==> src/rtl/spi_flash_responder.sv <==
// rtl/spi_flash_responder.sv - SPI mode-0 flash read responder (0x03 / 0x0B) over a byte memory
//
// Ports:
//   clk, rst          system clock, synchronous active-high reset
//   spi_cs            chip select from initiator, active low
//   spi_sclk          SPI clock, mode 0
//   spi_mosi          initiator data, sampled on sclk rising edge
//   spi_miso          read data, MSB first, updated on sclk falling edge (0 when not driven)
//   spi_miso_oe       high only while driving read data
//   mem_re            one-cycle read strobe, mem_addr valid in the same cycle
//   mem_addr          backing-memory byte address
//   mem_rdata         memory data, valid one clk after mem_re
//   busy              transaction in progress
//   cmd_err           one-cycle pulse when an unsupported opcode completes
module spi_flash_responder #(
  parameter int ADDR_W      = 16,
  parameter int SYNC_STAGES = 2
) (
  input  logic              clk,
  input  logic              rst,
  input  logic              spi_cs,
  input  logic              spi_sclk,
  input  logic              spi_mosi,
  output logic              spi_miso,
  output logic              spi_miso_oe,
  output logic              mem_re,
  output logic [ADDR_W-1:0] mem_addr,
  input  logic [7:0]        mem_rdata,
  output logic              busy,
  output logic              cmd_err
);

  localparam logic [2:0] S_IDLE   = 3'd0;
  localparam logic [2:0] S_CMD    = 3'd1;
  localparam logic [2:0] S_ADDR   = 3'd2;
  localparam logic [2:0] S_DUMMY  = 3'd3;
  localparam logic [2:0] S_DATA   = 3'd4;
  localparam logic [2:0] S_IGNORE = 3'd5;

  localparam int SW = $clog2(SYNC_STAGES + 2);

  logic [SYNC_STAGES-1:0] cs_sync, sclk_sync, mosi_sync;
  logic                   cs_q, sclk_q;
  logic [SW-1:0]          settle_cnt;
  logic [2:0]             state;
  logic [4:0]             bit_cnt;
  logic [22:0]            sr;
  logic                   dummy;
  logic [2:0]             tx_cnt;
  logic [7:0]             tx_sr;
  logic [7:0]             pre_byte;
  logic                   miso_q;
  logic                   re_q;

  logic cs_s, sclk_s, mosi_s;
  logic settled, cs_fall, sclk_rise, sclk_fall;

  assign cs_s   = cs_sync[SYNC_STAGES-1];
  assign sclk_s = sclk_sync[SYNC_STAGES-1];
  assign mosi_s = mosi_sync[SYNC_STAGES-1];

  // The synchronizers come out of reset showing cs high. If cs is really
  // held low, that reset value would flush through and look like a falling
  // edge, so edges are ignored until the pipeline holds only real samples.
  assign settled   = (settle_cnt == SW'(SYNC_STAGES + 1));
  assign cs_fall   = settled & cs_q & ~cs_s;
  assign sclk_rise = sclk_s & ~sclk_q;
  assign sclk_fall = ~sclk_s & sclk_q;

  assign busy        = (state != S_IDLE);
  assign spi_miso_oe = (state == S_DATA) & ~cs_s;
  assign spi_miso    = spi_miso_oe & miso_q;

  always_ff @(posedge clk) begin
    if (rst) begin
      cs_sync    <= '1;
      sclk_sync  <= '0;
      mosi_sync  <= '0;
      cs_q       <= 1'b1;
      sclk_q     <= 1'b0;
      settle_cnt <= '0;
      state      <= S_IDLE;
      bit_cnt    <= '0;
      sr         <= '0;
      dummy      <= 1'b0;
      tx_cnt     <= '0;
      tx_sr      <= '0;
      pre_byte   <= '0;
      miso_q     <= 1'b0;
      re_q       <= 1'b0;
      mem_re     <= 1'b0;
      mem_addr   <= '0;
      cmd_err    <= 1'b0;
    end else begin
      cs_sync   <= {cs_sync[SYNC_STAGES-2:0], spi_cs};
      sclk_sync <= {sclk_sync[SYNC_STAGES-2:0], spi_sclk};
      mosi_sync <= {mosi_sync[SYNC_STAGES-2:0], spi_mosi};
      cs_q      <= cs_s;
      sclk_q    <= sclk_s;
      if (!settled) settle_cnt <= settle_cnt + SW'(1);

      mem_re  <= 1'b0;
      cmd_err <= 1'b0;
      re_q    <= mem_re;
      // Prefetched byte parks here until the next byte boundary so the
      // byte currently shifting out is never disturbed.
      if (re_q) pre_byte <= mem_rdata;

      // cs deassertion wins over any sclk edge in the same cycle.
      if (state != S_IDLE && cs_s) begin
        state   <= S_IDLE;
        bit_cnt <= '0;
        sr      <= '0;
        dummy   <= 1'b0;
        tx_cnt  <= '0;
        miso_q  <= 1'b0;
      end else begin
        case (state)
          S_IDLE: begin
            if (cs_fall) begin
              state   <= S_CMD;
              bit_cnt <= '0;
              sr      <= '0;
              dummy   <= 1'b0;
            end
          end
          S_CMD: begin
            if (sclk_rise) begin
              if (bit_cnt == 5'd7) begin
                bit_cnt <= '0;
                sr      <= '0;
                if ({sr[6:0], mosi_s} == 8'h03) begin
                  state <= S_ADDR;
                  dummy <= 1'b0;
                end else if ({sr[6:0], mosi_s} == 8'h0B) begin
                  state <= S_ADDR;
                  dummy <= 1'b1;
                end else begin
                  state   <= S_IGNORE;
                  cmd_err <= 1'b1;
                end
              end else begin
                bit_cnt <= bit_cnt + 5'd1;
                sr      <= {sr[21:0], mosi_s};
              end
            end
          end
          S_ADDR: begin
            if (sclk_rise) begin
              if (bit_cnt == 5'd23) begin
                bit_cnt  <= '0;
                mem_addr <= ADDR_W'({sr, mosi_s});
                mem_re   <= 1'b1;
                tx_cnt   <= '0;
                miso_q   <= 1'b0;
                state    <= dummy ? S_DUMMY : S_DATA;
              end else begin
                bit_cnt <= bit_cnt + 5'd1;
                sr      <= {sr[21:0], mosi_s};
              end
            end
          end
          S_DUMMY: begin
            if (sclk_rise) begin
              if (bit_cnt == 5'd7) begin
                bit_cnt <= '0;
                state   <= S_DATA;
              end else begin
                bit_cnt <= bit_cnt + 5'd1;
              end
            end
          end
          S_DATA: begin
            if (sclk_fall) begin
              tx_cnt <= tx_cnt + 3'd1;
              if (tx_cnt == 3'd0) begin
                // Byte boundary: drive bit 7 and fetch the following byte.
                miso_q   <= pre_byte[7];
                tx_sr    <= {pre_byte[6:0], 1'b0};
                mem_addr <= mem_addr + {{(ADDR_W-1){1'b0}}, 1'b1};
                mem_re   <= 1'b1;
              end else begin
                miso_q <= tx_sr[7];
                tx_sr  <= {tx_sr[6:0], 1'b0};
              end
            end
          end
          S_IGNORE: begin
          end
          default: state <= S_IDLE;
        endcase
      end
    end
  end

endmodule

==> config.mk <==
export PLATFORM = sky130hd
export DESIGN_NAME = spi_flash_responder
export DESIGN_NICKNAME = d
export VERILOG_FILES = /design/src/rtl/spi_flash_responder.sv
export SDC_FILE = /design/constraint.sdc
export NUM_CORES = 1
export LEC_CHECK = 0
export BUFFER_PORTS_ARGS = -buffer_cell sky130_fd_sc_hd__buf_2
export CAP_MARGIN = 40
export CORE_ASPECT_RATIO = 1.4
export CORE_MARGIN = 2
export CORE_UTILIZATION = 40
export CTS_CLUSTER_SIZE = 25
export DETAILED_ROUTE_END_ITERATION = 8
export PLACE_DENSITY_LB_ADDON = 0.1
export SETUP_SLACK_MARGIN = 0.1
export SYNTH_ARGS = -nofsm -noshare
export SYNTH_HDL_FRONTEND = slang
export SYNTH_SLANG_ARGS = --single-unit
==> constraint.sdc <==
create_clock -name clk -period 1.9 [get_ports clk]
set_input_delay 0.095 -clock clk [delete_from_list [all_inputs] [get_ports clk]]
set_output_delay 0.095 -clock clk [all_outputs]
set_load 0.02 [all_outputs]
; Word level (Yosys, flattened, before mapping)
; Index checks and enable logic that the tools add are counted.
[word_totals]
n_memories = 0
register_bits = 73
ramBits = 0
rom_bits = 0
wordCells = 127
latchBits = 0
[classes]
bitwise = 14
n_mux = 50
n_shift = 0
div = 0
mul = 0
magnitude_cmp = 0
reduce_logical = 19
addsub = 4
n_eq_ne = 22
[op_table]
columns = operator, n
row1 = 2-to-1 mux 15 bit, 5
row2 = 2-to-1 mux 16 bit, 4
row3 = case mux 15 bit (3 select lines), 1
row4 = 2-to-1 mux 3 bit, 13
row5 = case mux 16 bit (2 select lines), 1
row6 = 2-to-1 mux 5 bit, 5
row7 = "!= test 2 bit, second input constant", 9
row8 = "adder 16 x 1 -> 16 bit, second input constant", 1
row9 = case mux 3 bit (5 select lines), 1
row10 = case mux 5 bit (3 select lines), 1
row11 = 2-to-1 mux 1 bit, 14
row12 = AND reduction 5 bit, 2
row13 = nonzero test 3 bit, 3
row14 = "== test 8 x 2 -> 1 bit, second input constant", 1
row15 = "== test 8 x 4 -> 1 bit, second input constant", 1
row16 = 2-to-1 mux 8 bit, 1
row17 = NOT 1 bit, 8
row18 = AND reduction 4 bit, 2
row19 = AND reduction 8 bit, 1
row20 = bitwise AND 1 bit, 6
row21 = "== test 3 x 2 -> 1 bit, second input constant", 2
row22 = "== test 3 bit, second input constant", 2
row23 = logical NOT 3 bit, 2
row24 = case mux 1 bit (2 select lines), 3
row25 = 16 further kinds, 20

; Depth between registers and ports, before layout
[logic_depth]
word_depth = 6
ltp_mapped = 8
mapped_depth_nobuf = 7

; Worst setup path after synthesis
; OpenSTA, ideal clock, no wires.
[synth_path]
path_type = register to output
start = register state[0]
end = output port spi_miso
t_arrival_ns = 2.001
setup_slack_ns = -0.196
required_time_ns = 1.805
stages_incl_launch_ff = 8
n_path_buf = 4
cell_sequence = dfxtp_1 -> buf_6 -> or3b_2 -> clkbuf_1 -> buf_2 -> buf_1 -> nor2_1 -> and2_1
[synth_between]
elab_chain_len = 3
[synth_lines]
columns = element, line_no
row1 = start: declaration, 45  ; logic [2:0] state;
row2 = start signal: assignment, 156  ; state <= dummy ? S_DUMMY : S_DATA;
row3 = == test 3 bit, 71  ; assign spi_miso_oe = (state == S_DATA) & ~cs_s;
row4 = bitwise AND 1 bit, 71
row5 = via spi_miso_oe, 25  ; output logic spi_miso_oe,
row6 = bitwise AND 1 bit, 72  ; assign spi_miso = spi_miso_oe & miso_q;
row7 = end: declaration, 24  ; output logic spi_miso,
; The timed path passes the listed nets, and every way through them passes these cells.

; Worst setup path in the final report
[layout_path]
start = register state[2]
end = register state[2]
[layout_between]
elab_chain_len = 4
word_cells_on_any_way = 20
classes_between = eq/ne (12) / mux (1) / bitwise (1) / reduce/logical (6)
[layout_lines]
columns = element, line_no
row1 = == test 3 bit, 118  ; case (state)
row2 = OR reduction 2 bit (no source line), n/a
row3 = NOT 1 bit (no source line), n/a
row4 = AND reduction 8 bit (no source line), n/a
; Parallel ways exist; a longest one is shown, timed or not.
; A chain may end at the register's enable or synchronous reset.

==> impl_metrics.json <==
{
  "status": "finished, final reports clean",
  "initial_core_util_pct": 40.6,
  "p_int_mw": 2.60,
  "setup_viol": 0,
  "place_ws_ps": -20.7,
  "swShare_pct": 21.8,
  "drt_iter0_drc": 219,
  "instances_no_fill": 595,
  "synth_edf_count": 0,
  "cp_max_fo": 5,
  "grt_usage_pct": 19.5,
  "critPathArrivalTime_ps": 2060,
  "ir_worst_vdd_mv": 0.457,
  "period_share_pct": 94.6,
  "rsz0062_at_grt": "true",
  "p_sw_uw": 724,
  "numClockSinks": 72,
  "cts_max_path_buffers": 2,
  "synthCells": 412,
  "dp_hpwl_um": 6020,
  "maxClockFrequency_mhz": 556,
  "hold_class": "input port to register",
  "fp.coreArea_um2": 8460,
  "synth_top_area_share_pct": 42.0,
  "power.density_nw_per_um2": 730,
  "tns_ps": 0,
  "cp_slowest_stage_delay_ps": 400,
  "dieHeight_um": 114,
  "drv_cap": 0,
  "drc": 0,
  "comb_power_share_pct": 4.3,
  "yosys.area.top_type": "dfxtp_1",
  "crit_buf_inv": 0,
  "path_delay_family": "simple AND/OR/NAND/NOR gates",
  "yosysMostFrequentCell": "dfxtp_1",
  "synthTopCellsByCount": "72 x dfxtp_1, 49 x nor2_1, 34 x nand2_1",
  "drtPass1Iterations": 4,
  "clk_latency_ps": 330,
  "cp-startpoint": "state[2]",
  "cts_tree": "done",
  "gp_congestion": 0.835,
  "wl_per_cell_um": 14.7,
  "area_growth_pct": 32.6,
  "routed_via_density": 5.35,
  "end_kind": "register",
  "clock-root-buffer": "clkbuf_16",
  "die_width_um": 82.3,
  "yosys_register_bits": 72,
  "vias": 3183,
  "layout-drive-gt1-share_pct": 28.0,
  "fin_ws_ps": 102,
  "synth.net_count": 430,
  "r2r-start": "state[2]",
  "clockPowerShare_pct": 49.5,
  "overflow": 0,
  "ys_warn_count": 0,
  "ios": 34,
  "avgSynthCellArea_um2": 8.33,
  "mappedNetlistArea_um2": 3430,
  "maxSlewHeadroom_pct": 64.3,
  "dp_cells": 566,
  "final-hold-violation-count": 0,
  "critPathKind": "register to register",
  "yosysUniqueCellTypes": 60,
  "setup.worst_path.start_class": "register",
  "path_clk_slew_ps": 50,
  "routed_wl_um": 8750,
  "drv_slew": 0,
  "io_buffers": 33,
  "grt_pass1_wl_um": 14300,
  "grt_max_degree": 31,
  "ant_nets": 0,
  "nNetsFinal": 503,
  "synth_top_cells_by_area": "dfxtp_1 42%, nor2_1 5.4%, a21oi_1 4.7%",
  "htreeDepth": 3,
  "cts_buffers": 9,
  "grt_pass1_vias": 3006,
  "fill_cells": 802,
  "synth.yosys.seq_area_share_pct": 42.0,
  "async_flop_share_pct": 0,
  "p_total_mw": 3.32,
  "power_frac_seq_pct": 46.2,
  "power.leakage_nw": 1.76,
  "clock_skew_ps": 5.20,
  "placed_cell_area_um2": 4020,
  "synthFlopType": "dfxtp_1",
  "antenna_found_initial": 0,
  "num_antenna_cells": 0,
  "cp_cell_sequence": "or3b_4, o22a_4, a211o_1, or3_4, a21oi_2",
  "layout_min_cycle_time_ps": 1800,
  "num_rows": 40,
  "required_ps": 2160,
  "final_cell_area_um2": 4550,
  "crit_slowest_cell": "or3b_4",
  "fp.dieArea_um2": 9340,
  "worst_pin_slew_ps": 533,
  "hp-start": "mem_rdata[0]"
}
==> stage by stage <==
| step | util (%) | hold WS (ps) |
|---|---|---|
| final | 53.8 | 7.38 |
| after global routing | 53.8 | 10.6 |
| after CTS | 52.0 | 0.326 |
| after detailed placement | 47.5 | 286 |
| after global placement | 47.5 | 295 |
| after floorplan | - | 199 |
==> sequential cells by signal, summed over array words and instances, names as in the netlist, 3 cells and up <==
register  flops
bit_cnt       5
state         3
pre_byte      8
tx_sr         7
sr           15
tx_cnt        3
mem_addr     16
==> per-layer routing <==
metal / vias up / part of all wire [%] / track usage, %
li1: 1639 / - / -
met3: 11 / 4.2 / 3.16
met1: 1462 / 46 / 25.6
met2: 71 / 49 / 31.6
met5: - / 0 / 0
met4: 0 / 1.2 / 7.56
==> repair_timing <==
action / CTS / global route
buffers inserted: 1 / 5
hold buffers: 6 / 0
gates resized for setup: 11 / 21
setup endpoints to repair: 22 / 41
gates cloned: 0 / 1
pin swaps: 2 / 7
hold endpoints to repair: 6 / 0
==> layout by cell type (no fill, tap or decap), types with 12 or more instances in the layout <==
| cell type | n |
|---|---|
| nor2_1 | 48 |
| buf_4 | 40 |
| nand3_1 | 25 |
| a21oi_1 | 31 |
| nor2b_1 | 12 |
| o21ai_0 | 24 |
| nand2_1 | 33 |
| buf_2 | 33 |
| mux2i_1 | 16 |
| dfxtp_1 | 65 |
==> worst min-delay path, stage by stage <==
cell	delay, ps
buf_2	80
mux2i_1	60
nor2_1	70
==> worst paths after layout <==
kind | to | cells after the start | slack [ps]
worst max-delay path | state[2] | 5 | 100
worst min-delay path | pre_byte[0] | 3 | 7
worst max register to register | state[2] | 5 | 100
worst min register to register | cs_sync[1] | 1 | 410
==> logic make-up (layout without fill, tap and decap cells) <==
kind of cell             Yosys count  after routing  synth area share [%]
XOR/XNOR                           3              3                 0.766
AO/OA/AOI/OAI                    105            105                  19.7
adder cells (fa/ha/maj)            5              5                  1.82
buffers and inverters             32            109                  4.19
multiplexers                      17             17                  5.00
AND/OR/NAND/NOR                  178            179                  26.5
flip-flops                        72             72                  42.0
==> final cells by class <==
| cell class | count | area [um2] | area share, % |
|---|---|---|---|
| flip-flops and latches | 72 | 1450 | 31.9 |
| clock inverters | 6 | 60.1 | 1.32 |
| multi-input cells | 309 | 1990 | 43.7 |
| well taps | 105 | 131 | 2.89 |
| repair buffers | 88 | 671 | 14.7 |
| clock buffers | 10 | 229 | 5.03 |
| inverters | 5 | 18.8 | 0.412 |
==> power by group through the flow <==
stage | registers [mW] | clock network (mW) | logic [mW]
global route | 1.54 | 1.73 | 0.158
detailed placement | 1.57 | 0 | 0.129
floorplan | 1.57 | 0 | 0.0744
global placement | 1.57 | 0 | 0.127
CTS | 1.54 | 1.68 | 0.140
finish | 1.54 | 1.65 | 0.142
Power figures use the tool's default switching activity.
